## config.mk

```make
export PLATFORM = sky130hd
export DESIGN_NAME = systolic_pe_acc
export DESIGN_NICKNAME = d
export VERILOG_FILES = /design/src/rtl/systolic_pkg.sv /design/src/rtl/pe_mac.sv /design/src/rtl/systolic_pe_acc.sv
export SDC_FILE = /design/constraint.sdc
export NUM_CORES = 1
export LEC_CHECK = 0
export CELL_PAD_IN_SITES_DETAIL_PLACEMENT = 1
export CELL_PAD_IN_SITES_GLOBAL_PLACEMENT = 1
export CORE_UTILIZATION = 25
export CTS_BUF_LIST = sky130_fd_sc_hd__clkbuf_8
export CTS_CLUSTER_DIAMETER = 80
export DETAILED_ROUTE_END_ITERATION = 8
export HOLD_SLACK_MARGIN = 0.08
export PLACE_DENSITY_LB_ADDON = 0.2
export SYNTH_ARGS = -nofsm -noshare
export SYNTH_HDL_FRONTEND = slang
export SYNTH_SLANG_ARGS = --single-unit
```

## constraint.sdc

```tcl
create_clock -name i_clock -period 3.3 [get_ports i_clock]
set_clock_uncertainty 0.2 [all_clocks]
set_input_delay 0.66 -clock i_clock [delete_from_list [all_inputs] [get_ports i_clock]]
set_output_delay 0.66 -clock i_clock [all_outputs]
set_load 0.01 [all_outputs]
```

## src/rtl/systolic_pkg.sv

```systemverilog
// Shared definitions for the systolic matrix multiplier: PE state encoding
// and width derivations used by both the PE and the array top.
package systolic_pkg;

  typedef enum logic [1:0] {
    IDLE  = 2'd0,
    ACCUM = 2'd1,
    DONE  = 2'd2
  } pe_state_e;

  function automatic int k_bits_f(input int max_k);
    return $clog2(max_k + 1);
  endfunction

  // Wide enough that max_k full-scale products never overflow.
  function automatic int o_bits_f(input int i_bits, input int max_k);
    return 2 * i_bits + $clog2(max_k);
  endfunction

endpackage

```

## src/rtl/pe_mac.sv

```systemverilog
// Combinational multiply-accumulate: signed/unsigned product extended to
// O_BITS, added to the accumulator (or to zero when starting a new sum).
module pe_mac #(
  parameter int I_BITS = 8,
  parameter int O_BITS = 20
) (
  input  logic [I_BITS-1:0] i_a,
  input  logic [I_BITS-1:0] i_b,
  input  logic              i_mode,
  input  logic              i_clear,
  input  logic [O_BITS-1:0] i_acc,
  output logic [O_BITS-1:0] o_sum
);

  logic [2*I_BITS-1:0] prod_s;
  logic [O_BITS-1:0]   prod_ext_s;
  logic [O_BITS-1:0]   base_s;

  // Multiply at full width, then sign- or zero-extend to the accumulator width.
  always_comb begin
    prod_s     = '0;
    prod_ext_s = '0;
    if (i_mode) begin
      prod_s = $signed({{I_BITS{i_a[I_BITS-1]}}, i_a}) *
               $signed({{I_BITS{i_b[I_BITS-1]}}, i_b});
    end else begin
      prod_s = {{I_BITS{1'b0}}, i_a} * {{I_BITS{1'b0}}, i_b};
    end
    for (int i = 0; i < O_BITS; i++) begin
      if (i < 2 * I_BITS) begin
        prod_ext_s[i] = prod_s[i];
      end else begin
        prod_ext_s[i] = i_mode & prod_s[2*I_BITS-1];
      end
    end
    base_s = i_clear ? '0 : i_acc;
    o_sum  = base_s + prod_ext_s;
  end

endmodule

```

## src/rtl/systolic_pe_acc.sv

```systemverilog
// Systolic-array processing element: forwards operands east/south and
// accumulates a runtime-programmable number of valid beats.
module systolic_pe_acc
  import systolic_pkg::*;
#(
  parameter int I_BITS = 8,
  parameter int MAX_K  = 16,
  parameter int K_BITS = k_bits_f(MAX_K),
  parameter int O_BITS = o_bits_f(I_BITS, MAX_K)
) (
  input  logic              i_clock,
  input  logic              i_reset,
  input  logic              i_start,
  input  logic [K_BITS-1:0] i_k_len,
  input  logic              i_signed,
  input  logic              i_valid,
  input  logic [I_BITS-1:0] i_a,
  input  logic [I_BITS-1:0] i_b,
  output logic              o_valid,
  output logic [I_BITS-1:0] o_a,
  output logic [I_BITS-1:0] o_b,
  output logic [O_BITS-1:0] o_c,
  output logic              o_busy,
  output logic              o_done
);

  pe_state_e         state_q, state_d;
  logic [K_BITS-1:0] k_len_q, k_len_d;
  logic [K_BITS-1:0] count_q, count_d;
  logic              mode_q, mode_d;
  logic [O_BITS-1:0] acc_q, acc_d;
  logic              valid_q, valid_d;
  logic [I_BITS-1:0] a_q, a_d;
  logic [I_BITS-1:0] b_q, b_d;
  logic              busy_q, busy_d;
  logic              done_q, done_d;
  logic [K_BITS-1:0] k_eff_s;
  logic [K_BITS-1:0] count_inc_s;
  logic [O_BITS-1:0] sum_s;

  // A start beat must use the freshly presented mode, not the latched one.
  pe_mac #(.I_BITS(I_BITS), .O_BITS(O_BITS)) u_mac (
    .i_a     (i_a),
    .i_b     (i_b),
    .i_mode  (i_start ? i_signed : mode_q),
    .i_clear (i_start),
    .i_acc   (acc_q),
    .o_sum   (sum_s)
  );

  // Next-state, accumulate and forwarding logic.
  always_comb begin
    state_d     = state_q;
    k_len_d     = k_len_q;
    count_d     = count_q;
    mode_d      = mode_q;
    acc_d       = acc_q;
    done_d      = 1'b0;
    valid_d     = i_valid;
    a_d         = i_valid ? i_a : a_q;
    b_d         = i_valid ? i_b : b_q;
    k_eff_s     = (i_k_len > K_BITS'(MAX_K)) ? K_BITS'(MAX_K) : i_k_len;
    count_inc_s = count_q + K_BITS'(1);

    if (i_start) begin
      k_len_d = k_eff_s;
      mode_d  = i_signed;
      acc_d   = '0;
      count_d = '0;
      if (k_eff_s == '0) begin
        state_d = DONE;
        done_d  = 1'b1;
      end else if (i_valid) begin
        acc_d   = sum_s;
        count_d = K_BITS'(1);
        if (k_eff_s == K_BITS'(1)) begin
          state_d = DONE;
          done_d  = 1'b1;
        end else begin
          state_d = ACCUM;
        end
      end else begin
        state_d = ACCUM;
      end
    end else begin
      case (state_q)
        ACCUM: begin
          if (i_valid) begin
            acc_d   = sum_s;
            count_d = count_inc_s;
            if (count_inc_s == k_len_q) begin
              state_d = DONE;
              done_d  = 1'b1;
            end else begin
              state_d = ACCUM;
            end
          end else begin
            state_d = ACCUM;
          end
        end
        IDLE:    state_d = IDLE;
        DONE:    state_d = DONE;
        default: state_d = IDLE;
      endcase
    end
    busy_d = (state_d == ACCUM);
  end

  // State and output registers.
  always_ff @(posedge i_clock or negedge i_reset) begin
    if (!i_reset) begin
      state_q <= IDLE;
      k_len_q <= '0;
      count_q <= '0;
      mode_q  <= 1'b0;
      acc_q   <= '0;
      valid_q <= 1'b0;
      a_q     <= '0;
      b_q     <= '0;
      busy_q  <= 1'b0;
      done_q  <= 1'b0;
    end else begin
      state_q <= state_d;
      k_len_q <= k_len_d;
      count_q <= count_d;
      mode_q  <= mode_d;
      acc_q   <= acc_d;
      valid_q <= valid_d;
      a_q     <= a_d;
      b_q     <= b_d;
      busy_q  <= busy_d;
      done_q  <= done_d;
    end
  end

  assign o_valid = valid_q;
  assign o_a     = a_q;
  assign o_b     = b_q;
  assign o_c     = acc_q;
  assign o_busy  = busy_q;
  assign o_done  = done_q;

endmodule

```

* Word level (Yosys, flattened, before mapping)
Cells that the tools add are included.
** Word-level totals
- Bits in registers :: 52
- Latch bits :: 0
- RAM bits :: 0
- Memory bits (read-only) :: 0
- Bits of input ports :: 26
- Output and inout port bits :: 39
- Memories :: 0
** Operators by class
- $add $sub $neg :: 2
- $mul :: 2
- Divide/modulo/power cells :: 0
- $lt $le $gt $ge :: 1
- Equal/unequal tests :: 5
- Shift-type cells :: 0
- Muxes and demuxes :: 28
- Bitwise operators :: 1
- Reduce and logical (&&, ||, !) cells :: 4
** Operators with widths (count)
- $mux W20 :: 6
- $mul A8 B8 Y16 :: 2
- $add A20 B20 Y20 :: 1
- $mux W5 :: 4
- $mux W16 :: 1
- $mux W2 :: 6
- $mux W1 :: 10
- $add A5 B1 Y5 const B :: 1
- $eq A5 B1 Y1 const B :: 1
- $eq A5 B5 Y1 :: 1
- $gt A5 B5 Y1 const B :: 1
- $logic_not A5 Y1 :: 1
- $eq A2 B1 Y1 const B :: 2
- $pmux W2 S2 :: 1
- $reduce_bool A2 Y1 :: 2
- $eq A2 B2 Y1 const B :: 1
- $reduce_and A2 Y1 :: 1
- $and A1 B1 Y1 :: 1

* Depth between registers and ports, before layout
Gate-level depths: netlist of the first run.
- Word-level depth :: 8
- Depth in mapped cells :: 30
- Mapped depth without buffers :: 29

* Modules after synthesis
From an unflattened synthesis of the first run, not the netlist that was laid out.
** Second synthesis, totals
- Cell total of the unflattened synthesis :: 791
- Area, all modules :: 7365.8 µm²
** Modules (own cells, without submodules)
- pe_mac :: instances 1, cells each 629, area each 5237.5 µm²
- systolic_pe_acc :: instances 1, cells each 162, area each 2128.3 µm²

* Least setup slack after synthesis of the first run
No wires, ideal clock.
- Kind :: in2reg
- Start :: input i_a[7]
- End :: register acc_q[17] (netlist: o_c[17])
- Setup time :: 0.139 ns
- Arrival time :: 6.255 ns
- Slack :: -3.294 ns
- Stages on the path :: 23
- Buffers on the path :: 1
- Cell sequence :: clkbuf_1 > nand2_1 > fa_1 > fa_1 > inv_1 > fa_1 > inv_1 > fa_1 > inv_1 > ha_1 > and4_1 > nand2_1 > o211ai_1 > or3_4 > nand3_4 > o21ai_0 > ha_1 > and3_1 > and3_1 > nor2_1 > or3_1 > mux2i_1 > or4b_1
** Between the ends
- Word-level cells in the longest chain between the ends :: 7
- Elaborated cells on any way between the ends :: 10
- Classes of those cells :: add/sub (1); mul (2); mux (6); bitwise (1)
** RTL lines
- from (decl) :: RTL line systolic_pe_acc.sv:17 : input logic [I_BITS-1:0] i_a,
- $mul A8 B8 Y16, on equally long branches :: RTL line pe_mac.sv:27, pe_mac.sv:24
- $mux W16 (*) :: RTL line pe_mac.sv:23 : if (i_mode) begin
- $and A1 B1 Y1
- $add A20 B20 Y20 (*) :: RTL line pe_mac.sv:37 : o_sum = base_s + prod_ext_s;
- $mux W20, on equally long branches :: RTL line systolic_pe_acc.sv:88, systolic_pe_acc.sv:73
- $mux W20, on equally long branches :: RTL line systolic_pe_acc.sv:86, systolic_pe_acc.sv:70
- $mux W20 (*) :: RTL line systolic_pe_acc.sv:65 : if (i_start) begin
- to (signal assigned) :: RTL line systolic_pe_acc.sv:116 : acc_q <= '0;
- to (signal assigned) :: RTL line systolic_pe_acc.sv:127 : acc_q <= acc_d;
- to (decl) :: RTL line systolic_pe_acc.sv:31 : logic [O_BITS-1:0] acc_q, acc_d;
Every way passes the cells marked *; elsewhere a longest branch is shown, timed or not. The select of a mux whose other input is x is not followed.
A chain may end at the register's enable or synchronous reset.

* Final worst setup path of the first run
- Start :: input i_a[2]
- End :: register acc_q[19] (netlist: o_c[19])
Same word-level chain as after synthesis.

==> results.yml, run 1 <==
layout:
  synthToLayoutAreaGrowth_pct: 53.0
  num-nets-final: 1294
  antennaDiodeCount: 0
  drive_above_1_share_pct: 40.2
cts:
  clk_pin_slew_ps: 120
  clockBufferDepth: 2
  cts_sinks: 52
  h-tree-depth: 2
  cts_tree: "yes"
  cts-root-buf: "clkbuf_8"
  numCtsBuffers: 5
  clk_latency_ps: 340
pwr:
  clkPwrFrac_pct: 5.4
  p_sw_mw: 4.24
  combPwrFrac_pct: 85.4
  power.leakage_nw: 5.35
  ir_worst_vdd_v: 0.000402
  power_density_nw_per_um2: 822
  switching_share_pct: 45.2
  p_seq_share_pct: 9.1
  p_int_mw: 5.14
logic_synthesis:
  synthArstFlopShare_pct: 100
  ys_seq_elements: 52
  synth_compound_area_share_pct: 11.7
  synth_top_area_cell: "fa_1"
  yosysMostFrequentCell: "inv_1"
  yosysSeqAreaShare_pct: 17.5
  synth_commonest_cells: "171 x inv_1, 86 x fa_1, 80 x ha_1"
  synthesis.nets: 1038
  synth_mux_area_share_pct: 3.11
  synthTopCellsByArea: "fa_1 23%, dfrtp_1 17%, ha_1 13%"
  postSynthCellCount: 846
  synth_top_area_share_pct: 23.1
  ys_warn_count: 0
  synth_ff_type: "dfrtp_1"
  synth_top_family_by_area: "adder cells"
  yosys.area_share.simple_pct: 15.8
  synthAdderAreaFrac_pct: 36.5
  synth-xor-area-share_pct: 5.42
  ys_types: 56
  syn-cell-area_um2: 7450
  synth_edf_count: 0
  avgSynthCellArea_um2: 8.81
critical_path:
  arrival_ps: 6140
  critPathLaunchType: "input pin"
  cp_max_fo: 7
  cp-end-kind: "register"
  criticalPathCategory: "in -> reg"
  crit_required_ps: 3320
detailed_routing:
  dr.pass1.iters: 4
  wirelength_um: 22600
  drc: 0
  num_vias: 6538
  vias_per_cell: 4.40
  wire_per_inst_um: 15.2
  ant_nets: 0
  drt_iter0_markers: 166
grt:
  grt_max_degree: 33
  grt_use_total_pct: 15.9
  antenna_found_initial: 0
  grt_pass1_wl_um: 38400
  first_global_vias: 7576
  overflow: 0
sta:
  drv_slew: 0
  max_freq_mhz: 164
  setup-violations-final: 17
  worst_pin_slew_ps: 807
  setup_ws_ps: -2810
  slew_headroom_pct: 46.2
  final-hold-violation-count: 0
  finalCritPeriodShare_pct: 185
  fin_crit_ps: 6110
  rsz0062_at_grt: "yes"
  finalSetupTns_ps: -34090
floorplanning:
  die_w_um: 175
  start_util_pct: 25.7
  die_h_um: 175
  core_um2: 29000
  dieArea_um2: 30500
  num_io_pins: 65
  rows: 62
place:
  dp_hpwl_um: 18300
  place_ws_ps: -3770
  gp_congestion: 0.781
  port_buffers: 64
outcome:
  violations: "negative setup slack"
  status: "finished, violations left"
min_path:
  hold_class: "in -> async"
run:
  maxCapViolations: 0
==> path summary, 6_finish.rpt <==
kind / from / end / slack [ps] / cells past startpoint
worst max-delay path: i_a[2] / o_c[19] / -2810 / 28
min in group i_clock: o_a[7] / o_a[7] / 320 / 1
worst min-delay path: i_reset / state_q[1] / 190 / 1
max in group asynchronous: i_reset / o_c[12] / 2020 / 2
worst max register to register: mode_q / o_c[17] / -420 / 14
worst min register to register: o_a[7] / o_a[7] / 320 / 1
==> placed cells by master, fill, tap and decap left out, types with 7 or more instances in the layout <==
master / netlist / routed
xnor2_1: 25 / 18
a21oi_2: 0 / 12
o21ai_1: 4 / 16
nand2_1: 69 / 53
o21ai_2: 0 / 9
ha_1: 80 / 46
inv_1: 171 / 134
ha_4: 0 / 32
or3_1: 7 / 7
o21ai_0: 38 / 14
buf_4: 0 / 183
nor2_1: 33 / 26
inv_2: 0 / 38
mux2_2: 17 / 17
xor2_1: 18 / 17
nand3_1: 10 / 8
fa_1: 86 / 81
clkdlybuf4s50_1: 0 / 47
nand2b_1: 11 / 10
o21a_1: 9 / 9
a21oi_1: 37 / 20
nand2_4: 0 / 7
buf_6: 0 / 31
nand2_2: 0 / 7
dfrtp_1: 52 / 52
and2_4: 0 / 22
nor2b_1: 23 / 22
and2_1: 47 / 25
==> critical path: stages <==
cell	delay [ps]
buf_6	90
buf_12	130
and2_4	160
fa_1	510
inv_1	50
fa_1	500
inv_2	40
fa_1	500
inv_2	40
fa_1	540
inv_2	50
ha_4	280
inv_2	30
o21bai_1	150
a21oi_2	90
buf_4	150
xnor2_2	120
nor2_1	100
a21oi_1	50
ha_1	330
buf_4	130
nand2_1	70
o21ai_1	290
and3_4	270
nor2_4	50
o311ai_4	310
mux2i_1	110
or3_1	310
==> stage by stage <==
step	total power, mW	instances	area [µm²]	util (%)	hold slack (ps)
5_1_grt	10.3	1487	11400	39.3	247
3_5_place_dp	7.53	1441	10200	35.0	296
3_3_place_gp	7.47	1441	10200	35.0	292
6_report	9.37	1487	11400	39.3	192
4_1_cts	8.96	1479	10900	37.7	223
2_1_floorplan	5.04	846	7920	-	164
==> sequential cells by signal, indices dropped and copies added, names as in the netlist <==
name,cells
o_c,20
count_q,5
state_q,2
o_b,8
o_busy,1
o_done,1
o_a,8
mode_q,1
o_valid,1
k_len_q,5
==> cell type report <==
cell class              count  area (µm²)
inverters                 174         663
clock buffers               5        68.8
multi-input cells         597        6480
repair buffers            272        2360
well taps                 384         480
fillers                  3325       17600
flip-flops and latches     52        1300
clock inverters             3        42.5
==> kinds of logic (layout without fill, tap and decap cells) <==
group	after synthesis	count (layout)
AND/OR/NAND/NOR	228	228
buffers and inverters	197	454
adder cells (fa/ha/maj)	166	166
AO/OA/AOI/OAI	138	138
flip-flops	52	52
XOR/XNOR	44	44
multiplexers	21	21
==> per-layer routing <==
| layer | track usage [%] | share of wire (%) |
|---|---|---|
| met1 | 20.4 | 46 |
| met2 | 29.1 | 52 |
| met3 | 1.46 | 1.1 |
| met4 | 2.46 | 0.79 |
| met5 | 0 | 0 |
==> power by group through the flow <==
stage	sequential, mW	clock (mW)	combinational, mW
2_1_floorplan	0.902	0	4.14
6_report	0.857	0.510	8.00
3_3_place_gp	0.875	0	6.59
5_1_grt	0.880	0.552	8.89
3_5_place_dp	0.877	0	6.65
4_1_cts	0.865	0.538	7.56
==> timing repair <==
| item | CTS | global route |
|---|---|---|
| hold buffers | 0 | 0 |
| pin swaps | 80 | 103 |
| setup buffers | 31 | 17 |
| resized for setup | 184 | 108 |
| setup endpoints to repair | 18 | 17 |
Note: power is estimated with default switching activity, not from simulation.
==> run 2, diff against run 1 <==
--- a/config.mk
+++ b/config.mk
@@ -13,6 +13,7 @@
 export DETAILED_ROUTE_END_ITERATION = 8
 export HOLD_SLACK_MARGIN = 0.08
 export PLACE_DENSITY_LB_ADDON = 0.2
+export RECOVER_POWER = 100
 export SYNTH_ARGS = -nofsm -noshare
 export SYNTH_HDL_FRONTEND = slang
 export SYNTH_SLANG_ARGS = --single-unit
==> run 2 against run 1 <==
  * Critical path depth fell by 1
  * Utilization down 0.086 points
  * Register-to-register slack worse by 20 ps
  * The run ends with max-capacitance violations, max-slew violations, negative setup slack left
  * Sequential power shrank 0.6%
  * Global-route usage unchanged
  * First-iteration DRC count fell by 21%
  * Via count increased by 0.14%
  * Sequential share of layout area about the same
==> results.yml, run 2 (synthesized netlist as in run 1, its figures left out) <==
critical_path:
  critical_path.max_stage_delay_ps: 550
  cp_max_fo: 7
  crit_required_ps: 3320
  path_common_cell: "inv_2"
  critPathLaunchType: "input pin"
  cp-end-kind: "register"
  path_delay_family: "adder cells"
  slowest_stage: "fa_1"
  regToRegStartpoint: "mode_q"
  criticalPathCategory: "in -> reg"
  critPathBufInv: 8
  startpoint: "i_a[6]"
  arrival_ps: 6140
detailed_routing:
  vias_per_cell: 4.40
  num_vias: 6547
  drt_iter0_markers: 131
  ant_nets: 0
  dr.pass1.iters: 4
  wire_per_inst_um: 15.3
  drc: 0
  wirelength_um: 22700
pwr:
  finalPower_mw: 9.33
  power.leakage_nw: 5.37
  ir_worst_vdd_v: 0.000402
  power_density_nw_per_um2: 820
layout:
  multi_input_area_um2: 6480
  regArea_um2: 1300
  num-fill-cells: 3327
  synthToLayoutAreaGrowth_pct: 52.6
  largest_register_ffs: 20
  num-nets-final: 1294
  drive_above_1_share_pct: 39.6
  final_common_cell: "buf_4"
  fin_area_um2: 11400
  antennaDiodeCount: 0
  fin_util_pct: 39.2
  layout_common_cells: "176 x buf_4, 134 x inv_1, 81 x fa_1"
  fin_cells: 1487
floorplanning:
  core_um2: 29000
  die_h_um: 175
  dieArea_um2: 30500
  rows: 62
  num_io_pins: 65
  start_util_pct: 25.7
  die_w_um: 175
grt:
  grt_pass1_wl_um: 38400
  antenna_found_initial: 1
  grt_max_degree: 33
  grt_use_total_pct: 15.9
  overflow: 0
  first_global_vias: 7576
cts:
  cts-root-buf: "clkbuf_8"
  cts_tree: "yes"
  cts_sinks: 52
  clk_pin_slew_ps: 120
  numCtsBuffers: 5
  clockBufferDepth: 2
  clk_latency_ps: 340
  h-tree-depth: 2
place:
  port_buffers: 64
  dp.cells: 1441
  gp_congestion: 0.781
  place_area_um2: 10200
  dp_hpwl_um: 18300
outcome:
  status: "finished, violations left"
  violations: "max-capacitance violations, max-slew violations, negative setup slack"
sta:
  setup-violations-final: 17
  rsz0062_at_grt: "yes"
  slew_headroom_pct: -27.4
  worst_pin_slew_ps: 1910
  finalCritPeriodShare_pct: 185
  final-hold-violation-count: 0
  holdWs_ps: 316
  drv_slew: 32
  fin_crit_ps: 6110
  setup_ws_ps: -2810
  max_freq_mhz: 164
min_path:
  hold_class: "reg -> reg"
  hp-start: "o_a[7]"
run:
  maxCapViolations: 1
[run 2: changes by cell type in the layout (fill, tap and decap cells not counted), sizes merged]
cell,delta
clkbuf,+8
buf,-8
dlygate4sd3,+41
clkdlybuf4s50,-41
[run 2: worst register-to-register path: cells and delay by family, from the launching register on]
family          cells  cell delay, ps
simple gates        7            1850
buf+inv             2             460
compound gates      2             330
fa+ha+maj           1             220
mux                 2             200
flops               1             380
[run 2: path summary, 6_finish.rpt]
check,to,slack (ps),cells past startpoint
max,o_c[19],-2810,27
min,o_a[7],320,1
max reg2reg,o_c[17],-440,14
min reg2reg,o_a[7],320,1
max in group asynchronous,o_c[12],860,2
min in group asynchronous,state_q[1],630,1
[run 2: per-layer routing]
layer | GRT usage, % | up-vias | routed length [µm]
li1 | - | 3223 | -
met1 | 20.4 | 3283 | 10500
met2 | 29.1 | 34 | 11800
met3 | 1.46 | 7 | 242
met4 | 2.46 | 0 | 179
met5 | 0 | - | 0
[run 2: area by class of cell]
class                      count  area share (%)
multi-input combinational    597            57.0
timing repair buffer         272            20.5
sequential                    52            11.4
inverter                     174            5.83
tap                          384            4.23
clock buffer                   5           0.605
clock inverter                 3           0.374
[run 2: what timing repair did]
item	in CTS	in global routing
setup buffers	31	17
hold buffers	0	0
resized for setup	184	108
pin swaps	80	103
setup endpoints to repair	18	17
[run 2: report_power, final]
| group | switching, mW | internal (mW) | leakage, nW |
|---|---|---|---|
| Sequential | 0.0767 | 0.775 | 0.644 |
| Combinational | 3.88 | 4.09 | 4.66 |
| Clock | 0.283 | 0.228 | 0.0599 |
[run 2: per-stage QoR]
stage	TNS [ps]	setup WS, ps
CTS	-34810	-2870
global route	-37540	-3030
global placement	-49280	-3690
detailed placement	-50010	-3770
floorplan	-31430	-2810
finish	-34250	-2810
